===== src/rtl/mapped_combiner_n.sv =====
// mapped_combiner_n: register-mapped N-channel operand combiner with per-channel
// input FIFOs, an output FIFO, optional interval gating and a saturating drop counter.
module mapped_combiner_n #(
  parameter int unsigned NCH   = 2,
  parameter int unsigned DW    = 8,
  parameter int unsigned DEPTH = 2
) (
  input  logic          CLK,
  input  logic          RST_N,
  input  logic [2:0]    write_address,
  input  logic [DW-1:0] write_data,
  input  logic          write_en,
  output logic          write_rdy,
  input  logic [2:0]    read_address,
  input  logic          read_en,
  output logic [DW-1:0] read_data,
  output logic          read_rdy,
  output logic          fire
);
  localparam int unsigned AW = $clog2(DEPTH);
  localparam logic [2:0] A_STATUS   = 3'd4;
  localparam logic [2:0] A_OUT      = 3'd5;
  localparam logic [2:0] A_CTRL     = 3'd6;
  localparam logic [2:0] A_INTERVAL = 3'd7;
  typedef logic [AW:0] ptr_t;

  logic [2:0]     ctrl;
  logic [DW-1:0]  interval, timer, drop_cnt;

  logic [NCH-1:0] in_empty, in_full, in_drop;
  logic [DW-1:0]  in_head [NCH];
  logic [DW-1:0]  f_or [NCH], f_and [NCH], f_xor [NCH], f_add [NCH], f_rd [NCH];

  logic [DW-1:0]  out_mem [DEPTH];
  ptr_t           out_wp, out_rp;
  logic           out_empty, out_full, out_pop;
  logic [DW-1:0]  out_head, result;
  logic [5:0]     status;
  logic           combine, wr_ctrl, wr_interval;

  assign write_rdy   = 1'b1;
  assign read_rdy    = 1'b1;
  assign wr_ctrl     = write_en && (write_address == A_CTRL);
  assign wr_interval = write_en && (write_address == A_INTERVAL);
  assign combine     = (&(~in_empty)) && !out_full && (!ctrl[2] || timer == interval);

  for (genvar g = 0; g < NCH; g++) begin : g_ch
    localparam logic [2:0] ADDR = 3'(g);
    logic [DW-1:0] mem [DEPTH];
    ptr_t          wp, rp;
    logic          push, pop;
    logic [DW-1:0] rd_term;

    assign in_empty[g] = (wp == rp);
    assign in_full[g]  = (wp[AW] != rp[AW]) && (wp[AW-1:0] == rp[AW-1:0]);
    assign in_head[g]  = in_empty[g] ? '0 : mem[rp[AW-1:0]];
    assign push        = write_en && (write_address == ADDR);
    assign in_drop[g]  = push && in_full[g];
    // A combine and a read-pop in the same cycle remove a single entry.
    assign pop         = combine || (read_en && (read_address == ADDR) && !in_empty[g]);
    assign rd_term     = (read_address == ADDR) ? in_head[g] : '0;

    if (g == 0) begin : g_first
      assign f_or[g]  = in_head[g];
      assign f_and[g] = in_head[g];
      assign f_xor[g] = in_head[g];
      assign f_add[g] = in_head[g];
      assign f_rd[g]  = rd_term;
    end else begin : g_next
      assign f_or[g]  = f_or[g-1]  | in_head[g];
      assign f_and[g] = f_and[g-1] & in_head[g];
      assign f_xor[g] = f_xor[g-1] ^ in_head[g];
      assign f_add[g] = f_add[g-1] + in_head[g];
      assign f_rd[g]  = f_rd[g-1]  | rd_term;
    end

    always_ff @(posedge CLK) begin
      if (!RST_N) begin
        wp <= '0;
        rp <= '0;
      end else begin
        if (push && !in_full[g]) begin
          mem[wp[AW-1:0]] <= write_data;
          wp              <= wp + ptr_t'(1);
        end
        if (pop) rp <= rp + ptr_t'(1);
      end
    end
  end

  assign out_empty = (out_wp == out_rp);
  assign out_full  = (out_wp[AW] != out_rp[AW]) && (out_wp[AW-1:0] == out_rp[AW-1:0]);
  assign out_head  = out_empty ? '0 : out_mem[out_rp[AW-1:0]];
  assign out_pop   = read_en && (read_address == A_OUT) && !out_empty;

  always_comb begin
    result = f_or[NCH-1];
    case (ctrl[1:0])
      2'b01:   result = f_and[NCH-1];
      2'b10:   result = f_xor[NCH-1];
      2'b11:   result = f_add[NCH-1];
      default: result = f_or[NCH-1];
    endcase
  end

  always_comb begin
    status          = '0;
    status[0]       = !out_empty;
    status[1]       = out_full;
    status[2 +: NCH] = ~in_empty;
  end

  always_comb begin
    read_data = '0;
    case (read_address)
      A_STATUS:   read_data = DW'(status);
      A_OUT:      read_data = out_head;
      A_CTRL:     read_data = DW'(ctrl);
      A_INTERVAL: read_data = drop_cnt;
      default:    read_data = f_rd[NCH-1];
    endcase
  end

  always_ff @(posedge CLK) begin
    if (!RST_N) begin
      out_wp   <= '0;
      out_rp   <= '0;
      ctrl     <= '0;
      interval <= '0;
      timer    <= '0;
      drop_cnt <= '0;
      fire     <= 1'b0;
    end else begin
      if (combine) begin
        out_mem[out_wp[AW-1:0]] <= result;
        out_wp                  <= out_wp + ptr_t'(1);
      end
      if (out_pop) out_rp <= out_rp + ptr_t'(1);
      if (wr_ctrl) ctrl <= write_data[2:0];
      if (wr_interval) interval <= write_data;
      if (combine || wr_interval) timer <= '0;
      else if (timer < interval) timer <= timer + DW'(1);
      if ((|in_drop) && (drop_cnt != '1)) drop_cnt <= drop_cnt + DW'(1);
      fire <= combine;
    end
  end
endmodule

===== config.mk =====
export PLATFORM = sky130hd
export DESIGN_NAME = mapped_combiner_n
export DESIGN_NICKNAME = d
export VERILOG_FILES = /design/src/rtl/mapped_combiner_n.sv
export SDC_FILE = /design/constraint.sdc
export NUM_CORES = 1
export LEC_CHECK = 0
export CAP_MARGIN = 20
export CORE_MARGIN = 4
export CORE_UTILIZATION = 40
export DETAILED_ROUTE_END_ITERATION = 8
export SKIP_CTS_REPAIR_TIMING = 1
export SYNTH_ARGS = -nofsm -noshare
export SYNTH_HDL_FRONTEND = slang
export SYNTH_SLANG_ARGS = --single-unit

===== constraint.sdc =====
create_clock -name CLK -period 3.15 [get_ports CLK]
set_input_delay 0.4725 -clock CLK [delete_from_list [all_inputs] [get_ports CLK]]
set_output_delay 0.4725 -clock CLK [all_outputs]
set_load 0.005 [all_outputs]

==> reports/summary.log <==
INFO  yosys          synth.cell_area=4880µm²
INFO  setup_path     reg2regPathDepth=9
INFO  clock_network  cts-htree-levels=3
INFO  drt            antenna_violating_nets_post_route=0
INFO  flow_run       max_cap_viol_count=0
INFO  setup_path     crit_required=2.68ns
INFO  yosys          synth_area_leaders=sky130_fd_sc_hd__edfxtp_1 (30%), sky130_fd_sc_hd__dfxtp_1 (18%), sky130_fd_sc_hd__mux2i_1 (6.6%)
INFO  setup_path     worstReg2RegStart=g_ch[0].wp[0]
INFO  floorplan      total_die_area=14,000µm²
INFO  cells_and_area areaGrowthSynthToFinish=15.4%
INFO  yosys          syn_inst_count=483
INFO  setup_path     slowest_delay=0.54ns
INFO  clock_network  number_of_buffers_added_by_the_clock_tree_synthesis_step=9
INFO  drt            1st_iter_drt_viols=204
INFO  setup_path     critical_path.cell_chain=xnor2_2 -> and2_1 -> nor2_1 -> inv_1 -> o21ai_0 -> nand2_1 -> o221ai_1 -> clkdlybuf4s50_1
INFO  setup_path     critical_path_buf_inv_count=2
INFO  drt            post_route_drc_violation_count=0
INFO  clock_network  worst_skew_pair.late_latency=0.34ns
INFO  yosys          ys_ff_latch=91
INFO  cells_and_area mostFrequentLayoutCells=sky130_fd_sc_hd__nor2_1 (51), sky130_fd_sc_hd__nand2_1 (51), sky130_fd_sc_hd__edfxtp_1 (48)
INFO  setup_path     crit_path_end=read_data[1]
INFO  setup_path     setup.reg_to_reg.worst_slack=0.25ns
INFO  global_route   grt_pass1_vias=3,399
INFO  floorplan      die_x=118µm
INFO  floorplan      row_count=40
INFO  yosys          synth.avg_cell_area=10.1µm²
INFO  global_route   grt_pass1_wl=17,800µm
INFO  floorplan      top_level_ports=29
INFO  clock_network  tritoncts=done
INFO  global_route   globalRoute.totalOverflow=0
INFO  setup_path     cp_data_arrival_time=2.46ns
INFO  clock_network  clock_tree.root_cell=sky130_fd_sc_hd__clkbuf_16
INFO  setup_path     worst_path_dominant_cell_family=buffers and inverters
INFO  drt            via_per_inst=5.30
INFO  clock_network  numClockSinks=91
INFO  setup_path     critPathKind=flop to primary output
INFO  cells_and_area seq_area=2300µm²
INFO  setup_path     timing.critical_path.to_type=primary output
INFO  sta            post-route-period-util=0.932
INFO  global_route   number_of_antenna_violations_at_the_first_check_in_global_routing=0
INFO  yosys          share_of_the_synthesized_area_in_the_top_cell_type=0.295
INFO  cells_and_area drive_gt1_frac=0.102
INFO  sta            clock_skew=0.0108ns
INFO  setup_path     worst_setup_path_startpoint=g_ch[0].wp[0]
INFO  power_and_ir_drop cellPowerDensity=445nW/µm²
INFO  global_route   track_usage=0.160
INFO  yosys          synth_edf_count=48
INFO  sta            maxSlewViolCount=0
INFO  placement      detailed_place_hpwl=8280µm
INFO  sta            max_freq=0.341GHz
INFO  placement      globalplace.congestion=0.917
INFO  power_and_ir_drop static-leakage-power=2.02nW
INFO  yosys          synthesis.yosys.warnings=0
INFO  placement      numPlacedInstances=653
INFO  yosys          yosysSeqAreaShare=0.471
INFO  cells_and_area antenna-diode-count=0
INFO  setup_path     critical-path-slowest-cell=sky130_fd_sc_hd__clkdlybuf4s50_1
INFO  setup_path     worst_r2r_endpoint=out_mem[1][5]
INFO  global_route   grt_start_max_net_pins=23
INFO  setup_path     critical_path_cell_count=8
INFO  setup_path     crit_fanout=8
INFO  yosys          post_synth_num_cell_types=65
INFO  floorplan      dieHeight=118µm
INFO  cells_and_area stdcell_count=669
INFO  power_and_ir_drop vdd.ir_drop.worst=0.280mV
INFO  cells_and_area fillerInstances=1,158
INFO  clock_network  cts.reportedPaths.clkPinSlew=0.06ns
INFO  sta            totalNegativeSetupSlack=0ns
INFO  worst_hold_path hold_path.class=flop to flop
INFO  drt            drtPass1Iterations=5
INFO  sta            rsz0062_at_grt=no
INFO  sta            setup_viol=0
INFO  global_route   grt_util_met1=0.213
INFO  sta            shortest_period_the_worst_path_allows=2.94ns
INFO  global_route   gr-usage-met3=0.0335
INFO  global_route   met2_usage=0.260
INFO  sta            hold_viol_final=0
INFO  status         outcome=finished clean
INFO  yosys          synth-async-reset-ratio=0
INFO  cells_and_area combined_area_of_the_multi_input_logic_cells=2360µm²
INFO  yosys          synth.largest_area_cell=sky130_fd_sc_hd__edfxtp_1
INFO  cells_and_area fin_nets=558
INFO  sta            max-slew-margin-rel=0.657
INFO  floorplan      start_util=0.408
INFO  drt            total_wirelength_of_the_detailed_routed_design=10,900µm
INFO  clock_network  clk_path_buf_depth=2
INFO  drt            detail_route.wl_per_cell=16.3µm
INFO  global_route   gr-max-usage-layer=met2
INFO  setup_path     worstSetupStartpointType=flop
INFO  drt            route.vias.total=3,545
INFO  placement      portBuffers=26
INFO  sta            worstMarginPinSlew=0.514ns
INFO  floorplan      core=12,000µm²
INFO  yosys          synth-main-ff-cell=sky130_fd_sc_hd__edfxtp_1
==> cell usage after synthesis (all sizes together) (8+ instances only) <==
master  count
buf         8
nand2      51
clkbuf     13
ha         22
nand4       9
o21ai      23
mux2i      33
xnor2      14
inv        28
a21oi      22
and3        8
nand3      10
xor2       17
nor2       52
dfxtp      43
edfxtp     48
==> logic make-up (layout without fill, tap and decap cells) <==
| kind of cell | Yosys count | after routing | share of synthesized area |
|---|---|---|---|
| DFF | 91 | 91 | 0.471 |
| adders and majority gates | 25 | 25 | 0.0648 |
| muxes | 38 | 38 | 0.0815 |
| other | 1 | 2 | 0.000768 |
| buffers and inverters | 50 | 88 | 0.0451 |
| xor gates and xnor gates | 31 | 31 | 0.0633 |
| AOI/OAI and AO/OA | 83 | 83 | 0.113 |
| and+or+nand+nor | 164 | 164 | 0.160 |
==> power breakdown <==
part / total (mW) / internal, mW / switching, mW
registers: 1.27 / 1.26 / 0.0108
clock network: 1.05 / 0.616 / 0.432
logic: 0.191 / 0.0805 / 0.110
total: 2.51 / 1.96 / 0.554
==> layer usage <==
layer	share of wire	up-vias
met1	0.48	1664
met2	0.47	89
li1	-	1782
met4	0.015	0
met3	0.040	10
met5	0	-
==> per-stage QoR <==
stage | area (µm²) | util | hold slack [ns] | worst slack (ns) | power [mW]
final | 5630 | 0.471 | 0.455 | 0.214 | 2.51
after global routing | 5630 | 0.471 | 0.473 | 0.0636 | 2.61
after CTS | 5630 | 0.471 | 0.458 | 0.240 | 2.54
after detailed placement | 5350 | 0.447 | 0.449 | 0.263 | 1.49
after global placement | 5350 | 0.447 | 0.445 | 0.323 | 1.48
after floorplan | 4890 | - | 0.436 | 0.374 | 1.41
==> cell type report <==
cell class | instances | area share
Multi-Input combinational cell | 343 | 0.420
Tap cell | 147 | 0.0326
Timing Repair Buffer | 43 | 0.0688
Inverter | 29 | 0.0193
Sequential cell | 91 | 0.409
Clock buffer | 12 | 0.0420
Clock inverter | 4 | 0.00888
==> flip-flops by register name (all words and copies together), names as in the netlist, 2 cells and up, named ones only <==
signal / flops
g_ch.wp: 4
out_rp: 2
interval: 8
ctrl: 3
drop_cnt: 8
out_mem: 16
g_ch.rp: 4
timer: 8
g_ch.mem: 32
out_wp: 2
==> worst register-to-register path, stage by stage, from the launching register on <==
cell	delay [ns]
sky130_fd_sc_hd__dfxtp_1	0.38
sky130_fd_sc_hd__xnor2_2	0.29
sky130_fd_sc_hd__and2_1	0.35
sky130_fd_sc_hd__nor2_1	0.12
sky130_fd_sc_hd__ha_1	0.32
sky130_fd_sc_hd__a21o_1	0.19
sky130_fd_sc_hd__maj3_2	0.33
sky130_fd_sc_hd__a311oi_2	0.35
sky130_fd_sc_hd__mux2i_1	0.22
sky130_fd_sc_hd__a21oi_1	0.09
==> worst min-delay path by stage <==
| stage | startpoint | endpoint | slack, ns | cells after the start |
|---|---|---|---|---|
| after floorplan | interval[1] | interval[1] | 0.44 | 2 |
| after global placement | interval[2] | interval[2] | 0.44 | 2 |
| after detailed placement | interval[7] | interval[7] | 0.45 | 2 |
| after CTS | interval[7] | interval[7] | 0.46 | 2 |
| after global routing | interval[4] | interval[4] | 0.47 | 2 |
| final | interval[7] | interval[7] | 0.45 | 2 |
No activity file was read; power rests on OpenSTA's default activity.
